$ cat src/rtl/reorder_buffer_pkg.sv
// reorder_buffer_pkg
//   Shared constants for the reorder buffer: default geometry, architectural
//   register / PC widths, and the valid/busy encodings used by the entry state.
package reorder_buffer_pkg;

  localparam int ROB_DEPTH_DEF = 16;
  localparam int TAG_W_DEF     = 4;
  localparam int DATA_W_DEF    = 32;
  localparam int REG_W         = 5;
  localparam int PC_W          = 32;

  localparam logic [REG_W-1:0] NULL_REG = '0;

  localparam logic VALID   = 1'b1;
  localparam logic INVALID = 1'b0;
  localparam logic BUSY    = 1'b1;
  localparam logic FREE    = 1'b0;

  // Register x0 is the "no destination" encoding; such entries retire silently.
  function automatic logic writes_reg(input logic [REG_W-1:0] dest);
    return dest != NULL_REG;
  endfunction

endpackage

$ cat src/rtl/reorder_buffer.sv
// reorder_buffer
//   Circular reorder buffer. Allocates one entry per decoded instruction and
//   hands back the entry index as the rename tag, captures CDB results,
//   answers operand lookups, and retires in program order. A mispredicted
//   branch at the head raises a one-cycle clear with the redirect PC.
//
// Ports
//   clk, rst            clock, synchronous active-high reset
//   rdy                 global enable; low freezes all state and outputs
//   ID_valid/_reg_dest/_is_branch   allocate request from decode
//   ID_tag, ROB_full    combinational tail index / full flag
//   CDB_*               result broadcast (tag, data, mispredict, target)
//   q1/q2_tag -> q1/q2_ready, q1/q2_data   combinational operand lookups
//   ROB_data_valid/_reg_dest/_tag/_data    registered commit port
//   clear, clear_pc     registered flush pulse and redirect PC
module reorder_buffer
  import reorder_buffer_pkg::*;
#(
  parameter int ROB_DEPTH = ROB_DEPTH_DEF,
  parameter int TAG_W     = TAG_W_DEF,
  parameter int DATA_W    = DATA_W_DEF
) (
  input  logic              clk,
  input  logic              rst,
  input  logic              rdy,
  input  logic              ID_valid,
  input  logic [REG_W-1:0]  ID_reg_dest,
  input  logic              ID_is_branch,
  output logic [TAG_W-1:0]  ID_tag,
  output logic              ROB_full,
  input  logic              CDB_valid,
  input  logic [TAG_W-1:0]  CDB_tag,
  input  logic [DATA_W-1:0] CDB_data,
  input  logic              CDB_mispredict,
  input  logic [PC_W-1:0]   CDB_target,
  input  logic [TAG_W-1:0]  q1_tag,
  input  logic [TAG_W-1:0]  q2_tag,
  output logic              q1_ready,
  output logic              q2_ready,
  output logic [DATA_W-1:0] q1_data,
  output logic [DATA_W-1:0] q2_data,
  output logic              ROB_data_valid,
  output logic [REG_W-1:0]  ROB_reg_dest,
  output logic [TAG_W-1:0]  ROB_tag,
  output logic [DATA_W-1:0] ROB_data,
  output logic              clear,
  output logic [PC_W-1:0]   clear_pc
);

  logic [ROB_DEPTH-1:0] busy;
  logic [ROB_DEPTH-1:0] ready;
  logic [ROB_DEPTH-1:0] is_branch;
  logic [ROB_DEPTH-1:0] mispredict;
  logic [REG_W-1:0]     dest   [ROB_DEPTH];
  logic [DATA_W-1:0]    value  [ROB_DEPTH];
  logic [PC_W-1:0]      target [ROB_DEPTH];

  logic [TAG_W-1:0] head;
  logic [TAG_W-1:0] tail;
  logic [TAG_W:0]   count;

  logic alloc_en;
  logic wb_en;
  logic commit_en;
  logic flush;

  assign ID_tag   = tail;
  assign ROB_full = (count == (TAG_W+1)'(ROB_DEPTH));

  // Decode/CDB inputs are ignored while the previous flush pulse is out.
  assign alloc_en  = ID_valid && !ROB_full && !clear;
  assign wb_en     = CDB_valid && (busy[CDB_tag] == BUSY) && !clear;
  assign commit_en = (busy[head] == BUSY) && ready[head];
  assign flush     = commit_en && is_branch[head] && mispredict[head];

  // Control: pointers, occupancy, busy bits and the registered commit port.
  always_ff @(posedge clk) begin
    if (rst) begin
      busy           <= '0;
      head           <= '0;
      tail           <= '0;
      count          <= '0;
      ROB_data_valid <= INVALID;
      ROB_reg_dest   <= '0;
      ROB_tag        <= '0;
      ROB_data       <= '0;
      clear          <= 1'b0;
      clear_pc       <= '0;
    end else if (rdy) begin
      ROB_data_valid <= commit_en && writes_reg(dest[head]);
      if (commit_en) begin
        ROB_reg_dest <= dest[head];
        ROB_tag      <= head;
        ROB_data     <= value[head];
      end
      clear <= flush;
      if (flush) begin
        clear_pc <= target[head];
        busy     <= '0;
        head     <= '0;
        tail     <= '0;
        count    <= '0;
      end else begin
        if (commit_en) begin
          busy[head] <= FREE;
          head       <= head + 1'b1;
        end
        if (alloc_en) begin
          busy[tail] <= BUSY;
          tail       <= tail + 1'b1;
        end
        case ({alloc_en, commit_en})
          2'b10:   count <= count + 1'b1;
          2'b01:   count <= count - 1'b1;
          default: count <= count;
        endcase
      end
    end
  end

  // Entry payload: no reset needed, every use is qualified by busy.
  always_ff @(posedge clk) begin
    if (rdy && !flush) begin
      if (alloc_en) begin
        ready[tail]      <= 1'b0;
        dest[tail]       <= ID_reg_dest;
        is_branch[tail]  <= ID_is_branch;
        mispredict[tail] <= 1'b0;
      end
      if (wb_en) begin
        ready[CDB_tag]      <= 1'b1;
        value[CDB_tag]      <= CDB_data;
        mispredict[CDB_tag] <= CDB_mispredict;
        target[CDB_tag]     <= CDB_target;
      end
    end
  end

  // Operand lookups with same-cycle CDB bypass.
  always_comb begin
    q1_ready = (busy[q1_tag] == BUSY) && ready[q1_tag];
    q1_data  = q1_ready ? value[q1_tag] : '0;
    if (CDB_valid && (CDB_tag == q1_tag)) begin
      q1_ready = 1'b1;
      q1_data  = CDB_data;
    end
    q2_ready = (busy[q2_tag] == BUSY) && ready[q2_tag];
    q2_data  = q2_ready ? value[q2_tag] : '0;
    if (CDB_valid && (CDB_tag == q2_tag)) begin
      q2_ready = 1'b1;
      q2_data  = CDB_data;
    end
  end

endmodule

$ cat config.mk
export PLATFORM = sky130hd
export DESIGN_NAME = reorder_buffer
export DESIGN_NICKNAME = d
export VERILOG_FILES = /design/src/rtl/reorder_buffer_pkg.sv /design/src/rtl/reorder_buffer.sv
export SDC_FILE = /design/constraint.sdc
export NUM_CORES = 2
export LEC_CHECK = 0
export CAP_MARGIN = 0
export CELL_PAD_IN_SITES_DETAIL_PLACEMENT = 1
export CELL_PAD_IN_SITES_GLOBAL_PLACEMENT = 1
export CORE_MARGIN = 2
export CORE_UTILIZATION = 55
export DETAILED_ROUTE_END_ITERATION = 10
export GPL_ROUTABILITY_DRIVEN = 1
export HOLD_SLACK_MARGIN = 0.15
export PLACE_DENSITY = 0.86
export SYNTH_ARGS = -nofsm -noshare
export SYNTH_HDL_FRONTEND = slang
export SYNTH_SLANG_ARGS = --single-unit
$ cat constraint.sdc
create_clock -name clk -period 12.85 [get_ports clk]
set_clock_uncertainty 0.05 [all_clocks]
set_input_delay 2.57 -clock clk [delete_from_list [all_inputs] [get_ports clk]]
set_output_delay 2.57 -clock clk [all_outputs]
set_load 0.03 [all_outputs]
# After elaboration in Yosys (flattened, before gate mapping)
# Memory sizes are Yosys's and may differ from the RTL's. A register that Yosys moved wholly into a read port is not among the register bits.
# Index checks and enable logic that the tools add are counted.
word_totals:
  ff_bits: 88
  ramBits: 1104
  wordCells: 125
  mem_count: 3
classes:
  add_sub_neg: 4
  n_lt_le_gt_ge: 8
  eq_ne: 5
  n_mux: 58
  n_bitwise: 7
  reduce_logical: 29
memory_table:
  columns: ["memory", "depth", "word_bits", "rd", "rd_clocked_by_memory_dff", "write_ports", "line_no", "source"]
  rows:
  - ["target", 16, 32, 1, 1, 1, "reorder_buffer.sv:56", "logic [PC_W-1:0] target [ROB_DEPTH];"]
  - ["value", 16, 32, 3, 1, 1, "reorder_buffer.sv:55", "logic [DATA_W-1:0] value [ROB_DEPTH];"]
  - ["dest", 16, 5, 1, 1, 1, "reorder_buffer.sv:54", "logic [REG_W-1:0] dest [ROB_DEPTH];"]
ops:
  columns: ["op", "count"]
  rows:
  - ["$mux 16", 12]
  - ["$mux 32", 4]
  - ["$and 16x16->16", 3]
  - ["$bmux 1 s4", 9]
  - ["$bwmux 16", 2]
  - ["$not 16->16", 2]
  - ["$or 16x16->16", 2]
  - ["$lt 4x5->1 const B", 5]
  - ["$mux 4", 6]
  - ["$mux 1", 20]
  - ["$logic_and 1x1->1", 16]
  - ["$demux 1 s4", 3]
  - ["$ge 4x1->1 const B", 3]
  - ["$reduce_and 2->1", 6]
  - ["$pmux 5 s2", 1]
  - ["$add 4x1->4 const B", 2]
  - ["$eq 4x4->1", 2]
  - ["$add 5x1->5 const B", 1]
  - ["$eq 5x5->1 const B", 1]
  - ["$mux 5", 1]
  - ["$reduce_bool 5->1", 1]
  - ["$sub 5x1->5 const B", 1]
  - ["$reduce_bool 2->1", 2]
  - ["$logic_not 1->1", 3]
  - ["other kinds (3)", 3]

# Longest topological paths before layout
logic_depth:
  depth_word: 13
  mapped_depth: 12

# Worst setup path before layout
# No wires, ideal clock.
synth_path:
  path_type: "input -> output"
  startpoint: "input q1_tag[3]"
  endpoint: "output q1_data[22]"
  arrival_time_ns: 4.999
  setup_slack_ns: 5.231
  stages: 6
  n_path_buf: 2
  cell_sequence: "clkbuf_1 -> mux4_2 -> mux4_2 -> clkbuf_1 -> nand2b_1 -> o21ai_0"
synth_between:
  elab_chain_cells: 5
  word_cells_on_any_way: 10
  cone_classes: "1 x eq/ne; 6 x mux; 2 x reduce/logical; 1 x memory"
synth_lines:
  columns: ["item", "line_no", "source"]
  rows:
  - ["start, declared", "reorder_buffer.sv:36", "input logic [TAG_W-1:0] q1_tag,"]
  - ["$bmux 1 s4", "reorder_buffer.sv:141", "q1_ready = (busy[q1_tag] == BUSY) && ready[q1_tag];"]
  - ["$mux 1 (implied by the code)", "reorder_buffer.sv:141", null]
  - ["$logic_and 1x1->1", "reorder_buffer.sv:141", null]
  - ["$mux 32", "reorder_buffer.sv:142", "q1_data = q1_ready ? value[q1_tag] : '0;"]
  - ["$mux 32 (*)", "reorder_buffer.sv:143", "if (CDB_valid && (CDB_tag == q1_tag)) begin"]
  - ["end, declared", "reorder_buffer.sv:40", "output logic [DATA_W-1:0] q1_data,"]
# Every way passes the cells marked *; elsewhere a longest branch is shown, timed or not. The select of a mux whose other input is x is not followed.

# Worst setup path after layout
layout_path:
  startpoint: "input q1_tag[1]"
  endpoint: "output q1_data[17]"
# Same word-level chain as after synthesis.

==> metrics.md <==
| Metric | Value |
|---|---|
| Status | `finished, final reports clean` |
| Number of global-route vias before repair | `35500` |
| Die width | `326 µm` |
| Simple-Gate Fraction of Synth Area | `3.68%` |
| Fin crit share | `about 74%` |
| Layout cells sized above 1 | `30.0%` |
| Maxcap violations | `0` |
| Clk sinks | `1260` |
| Initial antenna violation count | `8` |
| Routed wire length | `177 mm` |
| Sequential fraction of the synthesis area | `between 60% and 70%` |
| Pre-CTS setup slack | `3.72 ns` |
| Worst Tran Pin Value | `about 1.2 ns` |
| Final GP Congestion | `0.867` |
| CP Launch Type | `input pin` |
| Area added between synthesis and finish | `13.9%` |
| Setup CP Type | `input pin to output port` |
| H-tree Lvls | `4` |
| Io pins | `234` |
| RSZ-0062 raised after global routing | `no` |
| Pleak | `approximately 20 nW` |
| Total power | `8.71 mW` |
| GR Util All Layers | `33.8%` |
| Crit. End Element | `output port` |
| Number of synthesis warnings | `0` |
| Sw Share | `between 20% and 30%` |
| Synth Instances | `2921` |
| Async SR Flop Fraction | `0%` |
| Clock buffer depth | `3` |
| Postcts setup bufs | `0` |
| Starting density of the core | `55.3%` |
| Comb pwr share | `5.4%` |
| Pins Over Slew Limit | `0` |
| CTS Buf Count | `131` |
| Hold-fix buffers, CTS | `0` |
| Crit path max fanout | `68` |
| Core ar. | `0.103 mm²` |
| Synth Area in Adders | `0.219%` |
| Tmin final | `around 9.5 ns` |
| Synth Area in Compound Gates | `2.13%` |
| Largest net degree at the start of global routing | `118` |
| Worst slew margin | `roughly 17%` |
| # DRC | `0` |
| Hold WC Path Type | `register to register` |
| Clk slew on worst S/H paths | `roughly 0.06 ns` |
| Seq pwr share | `51.6%` |
| Pwr Density | `134 mW/mm²` |
| # rows | `118` |
| Most frequent cells in the layout | `edfxtp_1 (1152), mux4_2 (684), clkdlybuf4s50_1 (224)` |
| Fillers | `roughly 8500` |
| Final setup fails | `0` |
| CTS tree | `built` |
| Post-synthesis xor/xnor area fraction | `0.184%` |
| HPWL after detailed placement | `94.1 mm` |
| Hold Vio Cnt, Final | `0` |
| Final Util | `63.0%` |
| Clock network power share | `a little over two fifths` |
| Grt ovf | `0` |
| Root buf cell | `clkbuf_16` |
| Clock latency on the worst-skew pair | `0.76 ns` |
| Die area | `0.106 mm²` |
| Post-cts resize count | `0` |
| Yosys cell types | `57` |
| IO buf count | `approximately 230` |
| Largest family of logic cells by synthesized area | `multiplexers` |
| Routed via count | `approximately 34000` |
| Most used DFF post-synth | `edfxtp_1` |
| Routed vias/inst | `~7.3` |
| NetSw | `1.92 mW` |
| Post-synthesis mux area share | `27.7%` |
| Fmax achieved | `105 MHz` |
| Syn Std Cell Area | `0.0571 mm²` |
| Chip height | `326 µm` |
| Most common cell after layout, fill and taps aside | `edfxtp_1` |
| Worst EP required | `10.23 ns` |
| Final worst setup slack | `3.37 ns` |
| Cell Int Power | `6.79 mW` |
| Synthesized area per cell | `~20 µm²` |
| Min Hold Slack | `0.404 ns` |
| DRT iter0 DRCs | `5011` |
| #FFs+latches synth | `1260` |
| Setup Total Neg Slack | `0 ns` |
| Number of synthesized flops with an enable pin | `approximately 1200` |
| Number of nets in the layout | `3230` |
| Drt wl/cell | `38.3 µm` |
| Remaining antenna violation count after routing | `0` |
| Syn nets | `3019` |
| Global-route wire length before repair | `257 mm` |
| Worst path arrival time | `slightly below 7 ns` |
| Pre-Repair DR Iteration Count | `5` |
| Worst vdd ir | `0.172 mV` |
final timing paths:
kind | from | end | slack [ns] | cells past startpoint
worst min-delay path | ROB_tag[0] | ROB_tag[0] | 0.40 | 2
worst max register to register | head[3] | target[5][1] | 6.82 | 10
worst max-delay path | q1_tag[1] | q1_data[17] | 3.37 | 6
worst min register to register | ROB_tag[0] | ROB_tag[0] | 0.40 | 2
per-layer routing:
layer	global-route usage, %	part of all wire (%)
met1	43.9	34
met2	55.0	50
met3	8.01	11
met4	14.8	4.4
met5	0	0.029
critical path, stage by stage:
cell             delay [ns]
buf_4                  0.79
buf_4                  1.05
mux4_2                 0.85
nand2b_1               0.32
o21ai_0                0.28
clkdlybuf4s50_1        0.78
Yosys cell counts (all sizes together) (2+ instances only):
cell     instances  share of area, %
nor2            71              0.47
clkbuf         134              0.88
mux4           684                27
or3              9             0.099
nand3           34              0.32
edfxtp        1152                61
xor2             8              0.12
nand3b           7             0.092
o31ai            2             0.026
or2              2             0.022
nand4            8             0.088
mux2i           38              0.67
nor3b            2             0.026
nand2b          73              0.80
ha              10              0.22
xnor2            4             0.061
nand2          219               1.4
a21oi           81              0.71
nor3             8             0.090
nor4             4             0.070
inv             29              0.19
o211ai           9              0.12
dfxtp          108               3.8
nor2b            4             0.044
buf             80              0.63
o2bb2ai          2             0.031
a22oi            3             0.039
and2             4             0.044
a21o             2             0.026
o21ai          112              0.98
state kept, by name, indices dropped and copies added, names as in the netlist, named ones only:
register and cells:
busy 16, value 512, head 4, ROB_data 32, ROB_tag 4, clear_pc 32, ROB_reg_dest 5, ready 16
ID_tag 4, dest 80, clear 1, mispredict 16, count 5, is_branch 16, ROB_data_valid 1, target 512
per-stage QoR:
stage,area [µm²],std cells
3_3_place_gp,60800,4379
3_5_place_dp,60800,4379
2_1_floorplan,57100,2921
6_report,65000,4624
5_1_grt,65000,4624
4_1_cts,65000,4620
power by group through the flow:
stage / registers, mW / logic [mW] / clock network (mW)
2_1_floorplan: 4.58 / 0.264 / 0
3_3_place_gp: 4.58 / 0.434 / 0
3_5_place_dp: 4.58 / 0.454 / 0
4_1_cts: 4.49 / 0.463 / 3.77
5_1_grt: 4.49 / 0.489 / 3.90
6_report: 4.49 / 0.468 / 3.75
area by class of cell:
type | instances | area, µm² | share of cell area [%]
Sequential cell | 1260 | 36800 | 56.6
Multi-Input combinational cell | 1417 | 19500 | 29.9
Clock buffer | 186 | 3640 | 5.60
Timing Repair Buffer | 292 | 2770 | 4.26
Tap cell | 1380 | 1730 | 2.66
Clock inverter | 55 | 507 | 0.780
Inverter | 30 | 113 | 0.173
Antenna cell | 4 | 10.0 | 0.0154
kinds of logic after synthesis:
kind of cell | after synthesis
AOI/OAI and AO/OA | 223
adders and majority gates | 10
xor gates and xnor gates | 12
and+or+nand+nor | 450
buffers and inverters | 244
muxes | 722
DFF | 1260
Power figures use the tool's default switching activity.
